## config.mk

```make
export PLATFORM = sky130hd
export DESIGN_NAME = ahfp_add_sub_arb
export DESIGN_NICKNAME = d
export VERILOG_FILES = /design/src/rtl/ahfp_add_sub_arb.sv
export SDC_FILE = /design/constraint.sdc
export NUM_CORES = 1
export LEC_CHECK = 0
export CAP_MARGIN = 25
export CELL_PAD_IN_SITES_DETAIL_PLACEMENT = 1
export CELL_PAD_IN_SITES_GLOBAL_PLACEMENT = 2
export CORE_UTILIZATION = 19
export DETAILED_ROUTE_END_ITERATION = 12
export HOLD_SLACK_MARGIN = 0.08
export PLACE_DENSITY = 0.94
export SYNTH_ARGS = -nofsm -noshare
export SYNTH_HDL_FRONTEND = slang
export SYNTH_SLANG_ARGS = --single-unit
export TNS_END_PERCENT = 1
```

## constraint.sdc

```tcl
create_clock -name clk -period 4 [get_ports clk]
set_clock_uncertainty 0.2 [all_clocks]
set_input_delay 1 -clock clk [delete_from_list [all_inputs] [get_ports clk]]
set_output_delay 1 -clock clk [all_outputs]
set_load 0.01 [all_outputs]
```

## src/rtl/ahfp_add_sub_arb.sv

```systemverilog
// Two-requester round-robin front end for a shared, pipelined FP add/sub unit.
// Operands are registered toward the unit, and a {valid,id} tag pipeline
// routes each result back to the requester that issued it.
module ahfp_add_sub_arb #(
   parameter int unsigned LATENCY = 1
) (
   input  logic        clk,
   input  logic        reset,
   input  logic        hold,
   input  logic        req0_valid,
   input  logic [31:0] req0_dataa,
   input  logic [31:0] req0_datab,
   output logic        req0_ready,
   input  logic        req1_valid,
   input  logic [31:0] req1_dataa,
   input  logic [31:0] req1_datab,
   output logic        req1_ready,
   output logic [31:0] fu_dataa,
   output logic [31:0] fu_datab,
   input  logic [31:0] fu_result,
   output logic        rsp0_valid,
   output logic [31:0] rsp0_result,
   output logic        rsp1_valid,
   output logic [31:0] rsp1_result
);

   // Bit 0 is the issue stage, loaded together with the operands; bit
   // LATENCY lines up with the unit's result.
   logic [LATENCY:0] vld_q, vld_d;
   logic [LATENCY:0] id_q, id_d;
   logic             ptr_q, ptr_d;   // id of the last granted requester
   logic [31:0]      fa_q, fa_d;
   logic [31:0]      fb_q, fb_d;
   logic             gnt0, gnt1, accept;

   // Round-robin grant: with both valid, the requester not granted last wins.
   always_comb begin
      gnt0   = ~reset & ~hold & req0_valid & (~req1_valid |  ptr_q);
      gnt1   = ~reset & ~hold & req1_valid & (~req0_valid | ~ptr_q);
      accept = gnt0 | gnt1;
   end

   // Next-state for pointer, operand registers and tag pipeline.
   always_comb begin
      ptr_d = ptr_q;
      fa_d  = fa_q;
      fb_d  = fb_q;
      if (accept) begin
         ptr_d = gnt1;
         fa_d  = gnt1 ? req1_dataa : req0_dataa;
         fb_d  = gnt1 ? req1_datab : req0_datab;
      end
      vld_d = {vld_q[LATENCY-1:0], accept};
      id_d  = {id_q[LATENCY-1:0], gnt1};
   end

   // State registers; reset drops all in-flight tags and restores priority to requester 0.
   always_ff @(posedge clk or posedge reset) begin
      if (reset) begin
         ptr_q <= 1'b1;
         fa_q  <= '0;
         fb_q  <= '0;
         vld_q <= '0;
         id_q  <= '0;
      end else begin
         ptr_q <= ptr_d;
         fa_q  <= fa_d;
         fb_q  <= fb_d;
         vld_q <= vld_d;
         id_q  <= id_d;
      end
   end

   // Output steering: the result is forwarded only to the tagged requester.
   always_comb begin
      req0_ready  = gnt0;
      req1_ready  = gnt1;
      fu_dataa    = fa_q;
      fu_datab    = fb_q;
      rsp0_valid  = vld_q[LATENCY] & ~id_q[LATENCY];
      rsp1_valid  = vld_q[LATENCY] &  id_q[LATENCY];
      rsp0_result = rsp0_valid ? fu_result : '0;
      rsp1_result = rsp1_valid ? fu_result : '0;
   end

endmodule

```

Yosys cells after proc, flatten, opt, wreduce, memory -nomap -nowiden:

Index checks and enable logic that the tools add are counted.

* bits in writable memories: 0
* word-level logic and storage cells: 25
* output and inout port bits: 132
* memories: 0
* register bits after elaboration: 69
* bits in read-only memories: 0
* bits in latches: 0

* order comparisons: 0
* shift operators: 0
* bitwise operators: 16
* $add $sub $neg: 0
* $mul: 0
* equal/unequal tests: 0
* div/mod/pow operators: 0
* multiplexer cells: 4
* reductions and logical operators: 0

Operators with widths (number)
* two-way mux 32 bit: 4
* AND 1 bit: 7
* NOT 1 bit: 6
* bitwise OR 1 bit: 3

Logic depth before layout (Yosys ltp):

Gate-level depths: netlist (run 1).

* depth after elaboration: 5
* mapped depth: 5
* mapped depth without buffers: 3

Least setup slack after synthesis (run 1):

No wires, ideal clock.

* path type: input-to-output
* start: input hold
* end: output req1_ready
* cell stages on the path: 4
* slack: 1.166 ns
* data arrival time: 1.634 ns
* path buffers: 2
* cells stage by stage: nor3b_2 > and2_4 > buf_6 > buf_6

* word-level cells in the longest chain between the ends: 4

RTL lines
* start: declaration: RTL line 9 `input logic hold,`
* NOT 1 bit: RTL line 39 `gnt1 = ~reset & ~hold & req1_valid & (~req0_valid | ~ptr_q);`
* AND 1 bit (3 in a row): RTL line 39
* end: declaration: RTL line 17 `output logic req1_ready,`

No other way between the ends.

Final worst setup path (run 1):

* start: input reset
* end: output req0_ready

* word-level cells in the longest chain between the ends: 4

RTL lines
* start: declaration: RTL line 8 `input logic reset,`
* NOT 1 bit: RTL line 38 `gnt0 = ~reset & ~hold & req0_valid & (~req1_valid | ptr_q);`
* AND 1 bit (3 in a row): RTL line 38
* end: declaration: RTL line 13 `output logic req0_ready,`

No other way between the ends.

==> results of run 1 <==
## worst min-delay path by stage
stage          cells after the start      from  endpoint
6_report                           0  vld_q[0]  vld_q[1]
5_1_grt                            0  vld_q[0]  vld_q[1]
4_1_cts                            0  vld_q[0]  vld_q[1]
3_5_place_dp                       0   id_q[0]   id_q[1]
3_3_place_gp                       0   id_q[0]   id_q[1]
2_1_floorplan                      0   id_q[0]   id_q[1]
## Yosys cell counts (2+ instances only)
| cell | number | area, um2 |
|---|---|---|
| buf_6 | 8 | 90.1 |
| clkbuf_1 | 27 | 101 |
| and2_1 | 33 | 206 |
| buf_2 | 11 | 55.1 |
| buf_1 | 2 | 7.51 |
| nand2_1 | 2 | 7.51 |
| o311ai_0 | 4 | 35.0 |
| o311ai_1 | 56 | 490 |
| o311ai_2 | 4 | 65.1 |
| inv_1 | 67 | 251 |
| o21ai_0 | 63 | 315 |
| nand3_1 | 64 | 320 |
| buf_4 | 2 | 15.0 |
| o21ai_1 | 2 | 10.0 |
| dfrtp_1 | 68 | 1700 |
| and3_1 | 32 | 200 |
| nor2_1 | 2 | 7.51 |
## flip-flops by register name, indices dropped and copies added (netlist names)
signal / count
fu_dataa: 32
vld_q: 2
ptr_q: 1
fu_datab: 32
id_q: 2
## worst max-delay path, cell delays in order
cell and delay, ns:
clkdlybuf4s50_1 0.52, nor2_2 0.23, nand2_1 0.08, a21oi_1 0.12, clkdlybuf4s50_1 0.55
## area by class of cell
class / instances / area (um2) / share of cell area [%]
Sequential cell: 69 / 1730 / 23.1
Tap cell: 270 / 338 / 4.51
Clock inverter: 5 / 106 / 1.42
Timing Repair Buffer: 307 / 3080 / 41.2
Inverter: 67 / 253 / 3.38
Clock buffer: 11 / 243 / 3.24
Multi-Input combinational cell: 269 / 1740 / 23.2
## metal layers
| metal | part of all wire, % | GRT usage [%] | vias up |
|---|---|---|---|
| met4 | 1.9 | 5.36 | 0 |
| met5 | 0 | 0 | - |
| met2 | 51 | 30.6 | 201 |
| met1 | 40 | 18.4 | 2259 |
| met3 | 6.9 | 3.81 | 22 |
| li1 | - | - | 2154 |
## cells by family (layout without fill, tap and decap cells)
logic type / after synthesis / after routing / share of synthesized area, %
AOI/OAI and AO/OA: 131 / 131 / 23.4
buffers and inverters: 117 / 390 / 13.2
DFF: 69 / 69 / 43.7
and+or+nand+nor: 138 / 138 / 19.8
## per-stage QoR
step                setup slack (ns)  std cells  instance area [um2]  hold WS, ns
floorplan                       1.06        455                 3960        0.131
detailed placement             0.292        982                 7140        0.136
global placement               0.327        982                 7140        0.132
finish                         0.295        998                 7490        0.145
CTS                            0.289        998                 7490        0.148
global route                   0.233        998                 7490        0.151
## report_power, final
group	internal [uW]	switching (uW)	total [uW]	leakage (uW)
logic	467	360	827	0.00209
registers	820	58.8	879	0.000824
clock network	629	329	959	0.000166
==> results.md, run 1 <==
* Status: finished, final reports clean
* Cell area after synthesis at 3960 um2
* Setup TNS at 0 ns
* Antenna Violating Nets Remaining at 0
* # setup viols final at 0
* Commonest non-fill, non-tap cell in the layout: clkdlybuf4s50_1
* Initial Utilization at 19.5%
* Worst IR Drop VDD at 0.000207 V
* Share of layout cells above drive strength 1 at 5.36%
* Number of global-route vias before repair at 4937
* Worst Reg-to-Reg Cells at 4
* Reg2Reg Setup Slack at 2.09 ns
* Worst hold path type: register to register
* Yosys warns at 0
* Reg-to-Reg Start: ptr_q
* Num CTS Buffers at 9
* CP Class: primary input to primary output
* Worst-Margin Slew at 0.859 ns
* Pins Over Slew Limit at 0
* Hold-fix buffers, CTS at 0
* Final Power at 2670 uW
* Post-synthesis sequential area ratio at 43.7%
* Synth Area per Inst at 8.70 um2
* CP startpoint kind: primary input
* Fin nets at 888
* Ant. Diodes at 0
* Fin util at 36.9%
* Cell area power density at 356 nW/um2
* DP Wirelength at 11800 um
* Leakage power at 0.00308 uW
* Depth of the CTS H-tree at 3
* Synth cell types at 25
* Antenna violations before repair at 0
* Grt total ovfl at 0
* Reg clk slew, reported paths at 0.05 ns
* All-layer global routing usage at 16.5%
* First-pass GRT wire length at 27500 um
* Via count at 4636
* Period minus WS final at 3.70 ns
* Ys flop type: dfrtp_1
* Resize count post-CTS at 0
* Longest Clk Path Bufs at 2
* Area Growth Syn to Fin at 89.2%
* Post-CTS Setup Repair Bufs at 0
* Root buf cell: clkbuf_16
* Die area at 21400 um2
* DR iter-0 viols at 222
* Worst R2R End: fu_datab[10]
* Slew HR at 42.7%
* Max Cap Viol at 0
* IO Pins at 297
* Unrepaired setup endpoints after global routing: false
* Critical path origin: reset
* Clock latency on the worst-skew pair at 0.33 ns
* Element type at the critical path end: primary output
* Commonest non-fill, non-tap cells in the layout: clkdlybuf4s50_1, dfrtp_1, inv_1
* Detailed Routing Iterations Pass 1 at 4
* Mapped Cells at 455
* Mapped Nets at 620
* CP arrival at 2.50 ns
* Routed wire length at 17700 um
* Avg WL per Cell at 17.7 um
* Largest net degree at the start of global routing at 66
* Chip width at 146 um
* CTS tree: yes
* TritonCTS Sinks at 69
* Max Freq at 270 MHz
* Final Wtd Congestion at 0.745
* Fillers at 2352
* Die height at 146 um
* Site Rows at 52
* Core ar. at 20300 um2
* Final Hold Fails at 0
* DR vias/cell at 4.65
* Synth Register Bits at 69
* DRC Markers at 0
* Input/output buffers at 296
* Critical-path maximum fanout at 4
* Critical Path RT at 2.80 ns
* FFs w/ async S/R, synth at 100%
* Worst Setup EP: req0_ready
* Post-synth EDFFs at 0
* Final worst-path cycle share at 92.6%
Note: power is estimated with default switching activity, not from simulation.
==> inputs of run 2 (changes only) <==
--- a/config.mk
+++ b/config.mk
@@ -9,6 +9,7 @@
 export CELL_PAD_IN_SITES_DETAIL_PLACEMENT = 1
 export CELL_PAD_IN_SITES_GLOBAL_PLACEMENT = 2
 export CORE_UTILIZATION = 19
+export CTS_CLUSTER_DIAMETER = 100
 export DETAILED_ROUTE_END_ITERATION = 12
 export HOLD_SLACK_MARGIN = 0.08
 export PLACE_DENSITY = 0.94
==> results of run 2 <==
No change in the layout: final DEF, timing and power equal those of run 1.
